File: src/rtl/five_way_sum_splitter_pkg.sv
// Shared constants and types for the five-way sum splitter.
//
// The splitter turns a SUM_W-bit total into N_PARTS operands of PART_W bits
// each. Each operand is the greedy choice min(remaining, PART_MAX). The widths
// must satisfy 2^SUM_W-1 >= N_PARTS*PART_MAX. The defaults give 127 >= 75, so
// the running remainder can never wrap.
package five_way_sum_splitter_pkg;

    localparam int N_PARTS  = 5;
    localparam int PART_W   = 4;
    localparam int SUM_W    = 7;
    localparam int IDX_W    = 3;

    localparam int PART_MAX = (1 << PART_W) - 1;
    localparam int SUM_MAX  = N_PARTS * PART_MAX;

    // The widths above must leave room for SUM_MAX in SUM_W bits and for
    // N_PARTS-1 in IDX_W bits.
    localparam bit PARAMS_OK = (((1 << SUM_W) - 1) >= SUM_MAX) &&
                               (((1 << IDX_W) - 1) >= (N_PARTS - 1));

    typedef enum logic [1:0] {
        IDLE = 2'd0,
        EMIT = 2'd1,
        FIN  = 2'd2
    } state_t;

    // A total can be split only if N_PARTS full-scale operands can cover it.
    function automatic logic total_in_range(input logic [SUM_W-1:0] total);
        return total <= SUM_W'(SUM_MAX);
    endfunction

endpackage

File: src/rtl/five_way_sum_splitter_if.sv
// Request / operand-stream bundle for the five-way sum splitter.
//
// Signals:
//   start, total  - split request; total is captured when start is accepted
//   out_ready     - consumer accepts the operand on offer
//   part          - current operand
//   part_valid    - part and part_idx are valid
//   part_idx      - operand index, 0..N_PARTS-1
//   busy          - a split is in progress
//   done          - one-cycle pulse after the last operand is taken
//   err           - one-cycle pulse when a request total is out of range
//
// Modports:
//   slave  - the splitter
//   master - the requester / operand consumer
interface five_way_sum_splitter_if;
    import five_way_sum_splitter_pkg::*;

    logic              start;
    logic [SUM_W-1:0]  total;
    logic              out_ready;
    logic [PART_W-1:0] part;
    logic              part_valid;
    logic [IDX_W-1:0]  part_idx;
    logic              busy;
    logic              done;
    logic              err;

    modport slave (
        input  start,
        input  total,
        input  out_ready,
        output part,
        output part_valid,
        output part_idx,
        output busy,
        output done,
        output err
    );

    modport master (
        output start,
        output total,
        output out_ready,
        input  part,
        input  part_valid,
        input  part_idx,
        input  busy,
        input  done,
        input  err
    );

endinterface

File: src/rtl/five_way_sum_splitter_part_clamp.sv
// Greedy operand selection for the splitter.
//
// This block is purely combinational. From one SUM_W-bit remainder it gives:
//   part - min(remaining, PART_MAX)
//   rest - remaining - part
// The top uses the same result for the operand it presents and for the
// remainder it keeps after the handshake.
//
// Ports:
//   remaining  in   SUM_W   value still to be distributed
//   part       out  PART_W  operand to emit now
//   rest       out  SUM_W   remainder after this operand
module five_way_sum_splitter_part_clamp
    import five_way_sum_splitter_pkg::*;
(
    input  logic [SUM_W-1:0]  remaining,
    output logic [PART_W-1:0] part,
    output logic [SUM_W-1:0]  rest
);

    localparam logic [SUM_W-1:0] PART_MAX_EXT = SUM_W'(PART_MAX);

    logic [SUM_W-1:0] clamp;

    always_comb begin
        clamp = remaining;
        if (remaining > PART_MAX_EXT) begin
            clamp = PART_MAX_EXT;
        end
        // clamp <= PART_MAX here, so the narrowing drops only zero bits and
        // the subtraction below cannot underflow.
        part = PART_W'(clamp);
        rest = remaining - clamp;
    end

endmodule

File: src/rtl/five_way_sum_splitter.sv
// Five-way sum splitter: the inverse of the five-operand 4-bit summing path.
//
// The block takes a SUM_W-bit total and emits N_PARTS operands, one per
// handshake. Each operand is min(remaining, PART_MAX), so the operands always
// add back to the captured total. Once the remainder reaches zero, the
// trailing operands are zero. A total above SUM_MAX is rejected with a
// one-cycle err pulse.
//
// Ports:
//   clk   in   system clock, rising edge
//   rst   in   synchronous reset, active high, priority over everything
//   bus   slave modport of five_way_sum_splitter_if (request and operand stream)
//
// state | meaning
// ------+------------------------------------------------------------
// IDLE  | waiting for start; an out-of-range total raises err
// EMIT  | presenting operand part_idx; advances on out_ready
// FIN   | one-cycle done pulse, busy low, then back to IDLE
module five_way_sum_splitter
    import five_way_sum_splitter_pkg::*;
(
    input  logic                  clk,
    input  logic                  rst,
    five_way_sum_splitter_if.slave bus
);

    localparam logic [IDX_W-1:0] IDX_LAST = IDX_W'(N_PARTS - 1);

    state_t            state_q;
    state_t            state_d;
    logic [SUM_W-1:0]  remaining_q;
    logic [SUM_W-1:0]  remaining_d;
    logic [IDX_W-1:0]  idx_q;
    logic [IDX_W-1:0]  idx_d;
    logic              err_q;
    logic              err_d;

    logic [PART_W-1:0] clamp_part;
    logic [SUM_W-1:0]  clamp_rest;
    logic              emitting;
    logic              handshake;

    five_way_sum_splitter_part_clamp u_part_clamp (
        .remaining (remaining_q),
        .part      (clamp_part),
        .rest      (clamp_rest)
    );

    // State, remainder, index and err are all registered. The operand is
    // derived combinationally from the registered remainder only. As a result,
    // part, part_idx and part_valid do not depend on out_ready within the cycle.
    always_ff @(posedge clk) begin
        if (rst) begin
            state_q     <= IDLE;
            remaining_q <= '0;
            idx_q       <= '0;
            err_q       <= 1'b0;
        end else begin
            state_q     <= state_d;
            remaining_q <= remaining_d;
            idx_q       <= idx_d;
            err_q       <= err_d;
        end
    end

    assign emitting  = (state_q == EMIT);
    assign handshake = emitting && bus.out_ready;

    always_comb begin
        state_d     = state_q;
        remaining_d = remaining_q;
        idx_d       = idx_q;
        err_d       = 1'b0;

        case (state_q)
            IDLE: begin
                if (bus.start) begin
                    if (total_in_range(bus.total)) begin
                        remaining_d = bus.total;
                        idx_d       = '0;
                        state_d     = EMIT;
                    end else begin
                        err_d = 1'b1;
                    end
                end
            end

            EMIT: begin
                if (handshake) begin
                    if (idx_q == IDX_LAST) begin
                        state_d = FIN;
                    end else begin
                        remaining_d = clamp_rest;
                        idx_d       = idx_q + IDX_W'(1);
                    end
                end
            end

            FIN: begin
                state_d = IDLE;
            end

            default: begin
                state_d = IDLE;
            end
        endcase
    end

    // Outside EMIT, part is forced to zero so that IDLE and FIN show a quiet
    // bus and not a stale operand.
    assign bus.part       = emitting ? clamp_part : '0;
    assign bus.part_valid = emitting;
    assign bus.part_idx   = idx_q;
    assign bus.busy       = emitting;
    assign bus.done       = (state_q == FIN);
    assign bus.err        = err_q;

endmodule

File: src/flat_wrapper.sv
// flat-port wrapper written by rule: the top's interface ports become plain ports
module five_way_sum_splitter_flat import five_way_sum_splitter_pkg::*;
  (clk, rst, bus_start, bus_total, bus_out_ready, bus_part, bus_part_valid, bus_part_idx, bus_busy, bus_done, bus_err);
  five_way_sum_splitter_if bus_i ();
  input  logic clk;
  input  logic rst;
  input wire logic [$bits(bus_i.start)-1:0] bus_start;
  input wire logic [$bits(bus_i.total)-1:0] bus_total;
  input wire logic [$bits(bus_i.out_ready)-1:0] bus_out_ready;
  output wire logic [$bits(bus_i.part)-1:0] bus_part;
  output wire logic [$bits(bus_i.part_valid)-1:0] bus_part_valid;
  output wire logic [$bits(bus_i.part_idx)-1:0] bus_part_idx;
  output wire logic [$bits(bus_i.busy)-1:0] bus_busy;
  output wire logic [$bits(bus_i.done)-1:0] bus_done;
  output wire logic [$bits(bus_i.err)-1:0] bus_err;
  assign bus_i.start = bus_start;
  assign bus_i.total = bus_total;
  assign bus_i.out_ready = bus_out_ready;
  assign bus_part = bus_i.part;
  assign bus_part_valid = bus_i.part_valid;
  assign bus_part_idx = bus_i.part_idx;
  assign bus_busy = bus_i.busy;
  assign bus_done = bus_i.done;
  assign bus_err = bus_i.err;
  five_way_sum_splitter u_core (.clk(clk), .rst(rst), .bus(bus_i));
endmodule
File: config.mk
export PLATFORM = sky130hd
export DESIGN_NAME = five_way_sum_splitter_flat
export DESIGN_NICKNAME = d
export VERILOG_FILES = /design/src/rtl/five_way_sum_splitter_pkg.sv /design/src/rtl/five_way_sum_splitter_if.sv /design/src/rtl/five_way_sum_splitter_part_clamp.sv /design/src/rtl/five_way_sum_splitter.sv /design/src/flat_wrapper.sv
export SDC_FILE = /design/constraint.sdc
export NUM_CORES = 1
export LEC_CHECK = 0
export ABC_AREA = 1
export ABC_CLOCK_PERIOD_IN_PS = 2200
export BUFFER_PORTS_ARGS = -buffer_cell sky130_fd_sc_hd__buf_2
export CAP_MARGIN = 20
export CORE_MARGIN = 5
export CORE_UTILIZATION = 47
export DETAILED_ROUTE_END_ITERATION = 6
export GPL_ROUTABILITY_DRIVEN = 1
export PLACE_DENSITY = 0.83
export SLEW_MARGIN = 30
export SYNTH_ARGS = -nofsm -noshare
export SYNTH_HDL_FRONTEND = slang
export SYNTH_SLANG_ARGS = --single-unit
export TNS_END_PERCENT = 50
File: constraint.sdc
create_clock -name clk -period 2.2 [get_ports clk]
set_clock_uncertainty 0.05 [all_clocks]
set_input_delay 0.66 -clock clk [delete_from_list [all_inputs] [get_ports clk]]
set_output_delay 0.66 -clock clk [all_outputs]
set_load 0.02 [all_outputs]
### After elaboration in Yosys (flattened, before gate mapping)

Cells that the tools add are included.

* multiply operators: 0
* divide/modulo/power cells: 0
* order comparisons: 2
* reduce and logical (&&, ||, !) cells: 6
* add/subtract/negate cells: 2
* bitwise logic cells: 2
* shift-type cells: 0
* mux-type cells: 18
* eq/ne operators: 8

Operators with widths (number)
* $mux 7: 5
* $pmux 7 s2: 1
* $mux 3: 4
* $mux 2: 4
* $ne 2x2->1 const B: 4
* $gt 7x4->1 const B: 1
* $le 7x7->1 const B: 1
* $sub 7x7->7: 1
* $pmux 3 s2: 1
* $reduce_and 5->1: 1
* $mux 4: 1
* $pmux 2 s2: 1
* $reduce_and 4->1: 1
* $add 3x1->3 const B: 1
* $eq 3x3->1 const B: 1
* $reduce_or 3->1: 1
* $eq 2x1->1 const B: 1
* $eq 2x2->1 const B: 1
* $logic_not 2->1: 1
* $ne 2x1->1 const B: 1
* $not 1->1: 2
* $reduce_bool 2->1: 1
* $logic_and 1x1->1: 1
* $mux 1: 1

* logic and storage cells: 42
* register bits after elaboration: 13
* RAM bits: 0
* ROM bits: 0
* memories kept: 0
* bits in latches: 0

### Depth between registers and ports, before layout

Gate-level depths: netlist of run 1.

* depth in word-level cells: 6
* depth in mapped cells: 9
* gate-level depth less buffers: 9

### Cells and area by module

A second synthesis of run 1 with hierarchy kept.

* cells, all modules: 157
* area total of the unflattened synthesis: 983.4 um^2

Modules (own cells, without submodules)
* five_way_sum_splitter: area an instance 789.5 um^2, instances 1, sequential area each 260.2 um^2, cells an instance 122
* five_way_sum_splitter_part_clamp: area an instance 193.9 um^2, instances 1, sequential area each 0.0 um^2, cells an instance 35

### Worst setup path before layout of run 1

OpenSTA, ideal clock, no wires.

* kind: register to output
* start: register u_core.state_q[1]
* end: output bus_part[0]
* path slack: 0.464 ns
* arrival time: 1.026 ns
* buffers on the path: 1
* cell stages (with the launch flop): 7
* cells stage by stage: dfxtp_1 inv_1 nand2_4 inv_2 buf_2 o21ai_0 inv_1

* longest elaborated chain between the ends: 2

Ends and longest elaborated chain
* from (decl): line five_way_sum_splitter.sv:29 `state_t state_q;`
* from (signal assigned): line five_way_sum_splitter.sv:59 `state_q <= state_d;`
* $eq 2x1->1: line five_way_sum_splitter.sv:66 `assign emitting = (state_q == EMIT);`
* net bus_busy: line flat_wrapper.sv:13 `output wire logic [$bits(bus_i.busy)-1:0] bus_busy;`
* $mux 4: line five_way_sum_splitter.sv:111 `assign bus.part = emitting ? clamp_part : '0;`
* to (decl): line flat_wrapper.sv:10 `output wire logic [$bits(bus_i.part)-1:0] bus_part;`

The timed path passes the listed nets, and every way through them passes these cells.

### Final worst setup path of run 1

* start: register u_core.state_q[1]
* end: output bus_part[3]

* longest elaborated chain between the ends: 2

Ends and longest elaborated chain (line)
* $eq 2x1->1: five_way_sum_splitter.sv:66
* $mux 4: five_way_sum_splitter.sv:111

Every way passes these cells.

==> metrics.md, run 1 <==
| Metric | Value |
|---|---|
| Run status | completed |
| Hold buffer count at cts | 0 |
| CTS H-Tree Depth | 1 |
| Y dimension of the die | 53.0 um |
| Portion of total power attributed to the clock network | 0.156 |
| Ys async rst share | 0 |
| Antenna-violating nets left | 0 |
| Yosys cell types | 30 |
| Path type of the worst min-delay path | register to register |
| Std cell rows | 15 |
| TritonRoute pass-1 iters | 4 |
| Number of cells upsized or downsized after cts | 0 |
| Synthesized netlist cell count | 129 |
| Worst-path cell with the longest stage delay | dfxtp_1 |
| Library cell occupying the most area in the post-synthesis netlist | dfxtp_1 |
| Ratio of total power to cell area | 946 nW/um^2 |
| Post-Syn Area | 871 sq um |
| Required time of the critical path | 1490 ps |
| Flop and latch count out of synthesis | 13 |
| Post-Route Setup TNS | 0 ps |
| Seq pwr share | 0.323 |
| Kind of capture point of the worst setup path | output port |
| Critical Setup Path Class | register to output port |
| Post-synthesis compound-gate area fraction | 0.162 |
| Kind of cell with the highest combined delay on the critical path | buffers and inverters |
| Clock-pin slew of the registers on the worst-case setup and hold paths | 80 ps |
| Critical path launch point type | register |
| Library cell used as clock root buffer | clkbuf_4 |
| Area enclosed by the die boundary | 2810 sq um |
| Layout filler cell count | 171 |
| Total global-route track usage | 0.148 |
| Post-Route WL | 1.95 mm |
| Relative slew slack | 0.830 |
| Number of buffers created by CTS | 3 |
| Count of buffers inserted at the top-level ports | 21 |
| Vias in the first global route | 747 |
| Achievable Freq | 488 MHz |
| Post-synthesis area per instance | 6.75 sq um |
| Max FO, Critical Path | 13 |
| Syn. warnings | 0 |
| Post-layout worst setup margin | 150 ps |
| TritonCTS clock tree | done |
| Die Span X | 53.0 um |
| Max_cap viols | 0 |
| Internal power | 0.000511 W |
| Max rail drop VDD | 556 uV |
| Starting density of the core | 0.499 |
| Largest cells by area after synthesis | dfxtp_1 30%, nand2_1 12%, inv_1 9.1% |
| Time the final worst path needs with I/O delays and setup | 2050 ps |
| First-pass GRT wire length | 3.08 mm |
| Post-synthesis share of cell area spent on full adders, half adders and majority gates | 0.0431 |
| Relative area change from synthesis to final layout | 15.1% |
| Drt first-iter violations | 18 |
| Number of setup violations in the final report | 0 |
| Final Hold Fails | 0 |
| Simple-gate share of the synthesized area | 0.351 |
| Insertion delay to the later sink of the worst-skew pair | 280 ps |
| Ys flop type | dfxtp_1 |
| Dominant combinational cell family by area after synthesis | simple AND/OR/NAND/NOR gates |
| Area of the core | 1750 sq um |
| CP peak stage delay | 310 ps |
| Post-Synth XOR/XNOR Area | 0.0101 |
| Part of the total power dissipated in combinational logic | 0.521 |
| Proportion of synthesized chip area in sequential cells | 0.299 |
| Fraction of final layout cells with drive strength greater than 1 | 0.260 |
| Arr. time, crit path | 1340 ps |
| Critical path buffer and inverter count | 4 |
| Overall power after layout | 0.000948 W |
| Final Net Count | 165 |
| Post-DR wirelength/cell | 11.2 um |
| Antenna violations before repair | 0 |
| Switching component of the power | 0.000437 W |
| Crit share post-route | 0.932 |
| Number of post-CTS setup repair buffers | 0 |
| Unrepaired setup endpoints after global routing | false |
| Leakage dissipation | 0.531 nW |
| Largest net degree at the start of global routing | 17 |
| Slew at the pin closest to its max-slew limit | 253 ps |
| Count of flip-flops with a built-in enable after synthesis | 0 |
| Total count of max-transition violations in the final report | 0 |
| Antenna Diode Count | 0 |
| Final RePlAce weighted congestion | 0.807 |
| Number of design rule violations left after detail routing | 0 |
| Number of ports placed on the die boundary | 22 |
| Final-layout worst hold slack | 442 ps |
| Top-area cell type share of the netlist area | 0.299 |
| Share of cell area taken by muxes after synthesis | 0 |
| Num Clock Sinks | 13 |
| Post-Synthesis Net Count | 143 |
| CP cell instances | inv_1, nand2_4, inv_2, o21ai_0, inv_1, buf_2 |
| Vias per Instance | 4.98 |
| Register area | 260 sq um |
| CP most frequent cell | inv_1 |
| Vias post-DR | 871 |
| Post-detailed-placement half-perimeter wirelength | 1.51 mm |
| Fraction of power spent switching nets | 0.461 |
| Worst slack, placed | 341 ps |
| Final global-route overflow total | 0 |
| Multi-input gate area in the final layout | 493 sq um |
| Clock buffer depth | 2 |
## cell families after synthesis
logic type / after synthesis
buf+inv: 27
flops: 13
simple gates: 62
fa+ha+maj: 3
compound gates: 23
xor+xnor: 1
## cell usage after synthesis, types with 2 or more instances
cell and instances:
o21ai_0 8, a211oi_2 2, nand3_2 2, inv_1 21, inv_2 2, a21oi_1 8, nand3_1 8, nor3_1 2
nand2_1 28, nand2_2 3, dfxtp_1 13, nor2_1 12, ha_1 3
## power by group through the flow
stage | clock (W) | combinational, W | sequential, W
global placement | 0 | 0.000479 | 0.000309
global route | 0.000157 | 0.000555 | 0.000311
floorplan | 0 | 0.000397 | 0.000315
detailed placement | 0 | 0.000491 | 0.000311
CTS | 0.000147 | 0.000496 | 0.000306
finish | 0.000148 | 0.000494 | 0.000306
## worst reg2reg max path, cell delays in order (launching register included)
cell and delay [ps]:
dfxtp_1 310, inv_1 100, nand2_4 100, inv_2 200, nand2_2 110, nand2_2 100, nand3_4 190, inv_2 140
and3_1 170, nor3_2 40
## per-layer routing
| layer | track usage | vias up | wire (um) |
|---|---|---|---|
| met1 | 0.180 | 376 | 836 |
| li1 | - | 454 | - |
| met2 | 0.252 | 34 | 933 |
| met4 | 0.0766 | 0 | 52 |
| met3 | 0.0169 | 7 | 130 |
| met5 | 0 | - | 0 |
## state kept, by name (all words and copies together), names as in the netlist
name / cells
u_core.bus.err: 1
u_core.bus.part_idx: 3
u_core.remaining_q: 7
u_core.state_q: 2
## final cells by class
class | count | share of cell area
Tap cell | 25 | 0.0312
Clock buffer | 4 | 0.0262
Sequential cell | 13 | 0.260
Inverter | 23 | 0.0861
Timing Repair Buffer | 21 | 0.105
Multi-Input combinational cell | 89 | 0.492
## path summary, 6_finish.rpt
check | from | end | slack, ps | cells after the start
hold / removal | u_core.remaining_q[2] | u_core.remaining_q[2] | 440 | 2
setup / recovery | u_core.state_q[1] | bus_part[3] | 150 | 6
setup reg to reg | u_core.state_q[1] | u_core.bus.part_idx[2] | 580 | 9
hold reg to reg | u_core.remaining_q[2] | u_core.remaining_q[2] | 440 | 2
## through the flow
| step | instances | util | cell area [sq um] |
|---|---|---|---|
| 6_report | 175 | 0.574 | 1000 |
| 5_1_grt | 175 | 0.574 | 1000 |
| 4_1_cts | 175 | 0.574 | 1000 |
| 3_5_place_dp | 171 | 0.559 | 976 |
| 3_3_place_gp | 171 | 0.559 | 976 |
| 2_1_floorplan | 129 | - | 871 |
## layout by cell type (no fill, tap or decap)
cell | Yosys | routed
nand2_2 | 3 | 3
nand3_1 | 8 | 8
nand3_2 | 2 | 2
or2_4 | 1 | 1
xor2_1 | 1 | 1
clkbuf_1 | 1 | 1
inv_2 | 2 | 2
a211oi_1 | 1 | 1
clkbuf_4 | 0 | 3
nand3_4 | 1 | 1
nor3_1 | 2 | 2
ha_1 | 3 | 3
nand2_4 | 1 | 1
a21oi_1 | 8 | 8
o21bai_1 | 1 | 1
nor3_2 | 1 | 1
o211ai_1 | 1 | 1
and3_1 | 1 | 1
a21oi_2 | 1 | 1
buf_2 | 1 | 21
nor2_2 | 1 | 1
nand2_1 | 28 | 28
inv_1 | 21 | 21
nor2_1 | 12 | 12
nand4_1 | 1 | 1
o21ai_1 | 1 | 1
a211oi_2 | 2 | 2
dfxtp_1 | 13 | 13
o21ai_0 | 8 | 8
Power figures use the tool's default switching activity.
==> run 2: changes to the inputs <==
CELL_PAD_IN_SITES_DETAIL_PLACEMENT = 2   (was unset)
CELL_PAD_IN_SITES_GLOBAL_PLACEMENT = 2   (was unset)
CORE_ASPECT_RATIO = 1.75   (was unset)
CORE_UTILIZATION = 29   (was 47)
PLACE_DENSITY = 0.77   (was 0.83)
SETUP_SLACK_MARGIN = 0.05   (was unset)
==> metrics.md, run 2 (synthesis results as in run 1) <==
| Metric | Value |
|---|---|
| Antenna-violating nets left | 0 |
| Insertion delay to the later sink of the worst-skew pair | 250 ps |
| Portion of total power attributed to the clock network | 0.211 |
| Count of buffers inserted at the top-level ports | 21 |
| Multi-input gate area in the final layout | 493 sq um |
| Vias in the first global route | 962 |
| Total count of max-transition violations in the final report | 0 |
| Required time of the critical path | 1490 ps |
| Uppermost layer routed | met4 |
| Seq pwr share | 0.291 |
| Part of the total power dissipated in combinational logic | 0.497 |
| Clock-pin slew of the registers on the worst-case setup and hold paths | 60 ps |
| Number of setup violations in the final report | 0 |
| Final Net Count | 165 |
| Relative slew slack | 0.813 |
| Antenna Diode Count | 0 |
| Wire length on met3 | 77 um |
| Length of routed wiring on met1 | 999 um |
| Max rail drop VDD | 436 uV |
| Die Span X | 51.4 um |
| Kind of capture point of the worst setup path | output port |
| Register area | 260 sq um |
| Run status | completed |
| Relative area change from synthesis to final layout | 18.0% |
| Largest net degree at the start of global routing | 17 |
| Post-DR wirelength/cell | 14.7 um |
| TritonRoute pass-1 iters | 2 |
| Most frequent standard cell in the layout excluding fill and tap cells | nand2_1 |
| Achievable Freq | 509 MHz |
| Max FFs per register | 7 |
| Number of ports placed on the die boundary | 22 |
| Final Hold Fails | 0 |
| Std cell rows | 26 |
| First-pass GRT wire length | 4.31 mm |
| Unrepaired setup endpoints after global routing | false |
| Met2 wire length | 1.48 mm |
| Ratio of total power to cell area | 1020 nW/um^2 |
| Final RePlAce weighted congestion | 0.759 |
| Switching component of the power | 0.000478 W |
| Critical Setup Path Class | register to output port |
| Slew at the pin closest to its max-slew limit | 277 ps |
| Final global-route overflow total | 0 |
| Critical path launch point type | register |
| Final-layout worst hold slack | 443 ps |
| Num Clock Sinks | 13 |
| Vias post-DR | 905 |
| Fraction of power spent switching nets | 0.455 |
| Fraction of final layout cells with drive strength greater than 1 | 0.260 |
| Path type of the worst min-delay path | register to register |
| Area of the core | 2900 sq um |
| Starting density of the core | 0.301 |
| Number of design rule violations left after detail routing | 0 |
| Number of buffers created by CTS | 3 |
| Crit share post-route | 0.893 |
| CTS H-Tree Depth | 1 |
| Vias per Instance | 5.08 |
| Layout filler cell count | 368 |
| Clock buffer depth | 2 |
| Post-Route WL | 2.61 mm |
| TritonCTS clock tree | done |
| Total global-route track usage | 0.137 |
| Register ranked first by flip-flop count | u_core.remaining_q |
| Antenna violations before repair | 0 |
| Post-detailed-placement half-perimeter wirelength | 2.10 mm |
| Max FO, Critical Path | 10 |
| Max_cap viols | 0 |
| Highest-count cells in the layout ignoring fill and taps | 28 x nand2_1, 21 x inv_1, 21 x buf_2 |
| Leakage dissipation | 0.539 nW |
| Arr. time, crit path | 1250 ps |
| Library cell used as clock root buffer | clkbuf_8 |
| Internal power | 0.000572 W |
| Time the final worst path needs with I/O delays and setup | 1960 ps |
| Area enclosed by the die boundary | 4240 sq um |
| Post-Route Setup TNS | 0 ps |
| Y dimension of the die | 82.5 um |
| Drt first-iter violations | 11 |
## run 2: cell counts in the layout (fill, tap and decap cells not counted)
Identical to the previous run, type by type.
## run 2: final cells by class
class,count,share of cell area
Clock buffer,4,0.0438
Inverter,23,0.0865
Multi-Input combinational cell,89,0.480
Sequential cell,13,0.253
Tap cell,28,0.0341
Timing Repair Buffer,21,0.102
## run 2: power by group through the flow
stage	logic (W)	registers, W	clock network (W)
final	0.000522	0.000306	0.000222
after global routing	0.000593	0.000313	0.000243
after CTS	0.000537	0.000307	0.000231
after detailed placement	0.000531	0.000312	0
after global placement	0.000504	0.000309	0
after floorplan	0.000397	0.000315	0
## run 2: what timing repair did
action | in CTS | in global routing
setup endpoints to repair | 0 | 3
hold buffers | 0 | 0
setup buffers | 0 | 0
gates resized for setup | 0 | 2
hold endpoints to repair | 0 | 0
## run 2: worst paths after layout
path                                             start                     to  slack [ps]  cells past startpoint
worst max-delay path             u_core.remaining_q[4]            bus_part[1]         240                      5
worst min-delay path             u_core.remaining_q[3]  u_core.remaining_q[3]         440                      2
worst max register to register  u_core.bus.part_idx[0]  u_core.remaining_q[2]         520                      9
worst min register to register   u_core.remaining_q[3]  u_core.remaining_q[3]         440                      2
## run 2: stage by stage
stage | worst slack, ps | util | cell area (sq um) | instances | power, W
6_report | 236 | 0.355 | 1030 | 178 | 0.00105
3_5_place_dp | 249 | 0.338 | 980 | 174 | 0.000842
3_3_place_gp | 289 | 0.338 | 980 | 174 | 0.000813
4_1_cts | 134 | 0.354 | 1020 | 178 | 0.00108
2_1_floorplan | 464 | - | 871 | 129 | 0.000712
5_1_grt | 70.2 | 0.355 | 1030 | 178 | 0.00115
## run 2: critical path: stages, from the launching register on
cell     delay [ps]
dfxtp_1         340
nor2_2          140
nand2_2         140
o21ai_0         180
inv_1            50
buf_2           150
## run 2: metal layers
layer | global-route usage | vias up
met5 | 0 | -
met2 | 0.263 | 17
met1 | 0.138 | 431
met4 | 0.0709 | 0
met3 | 0.0197 | 5
li1 | - | 452
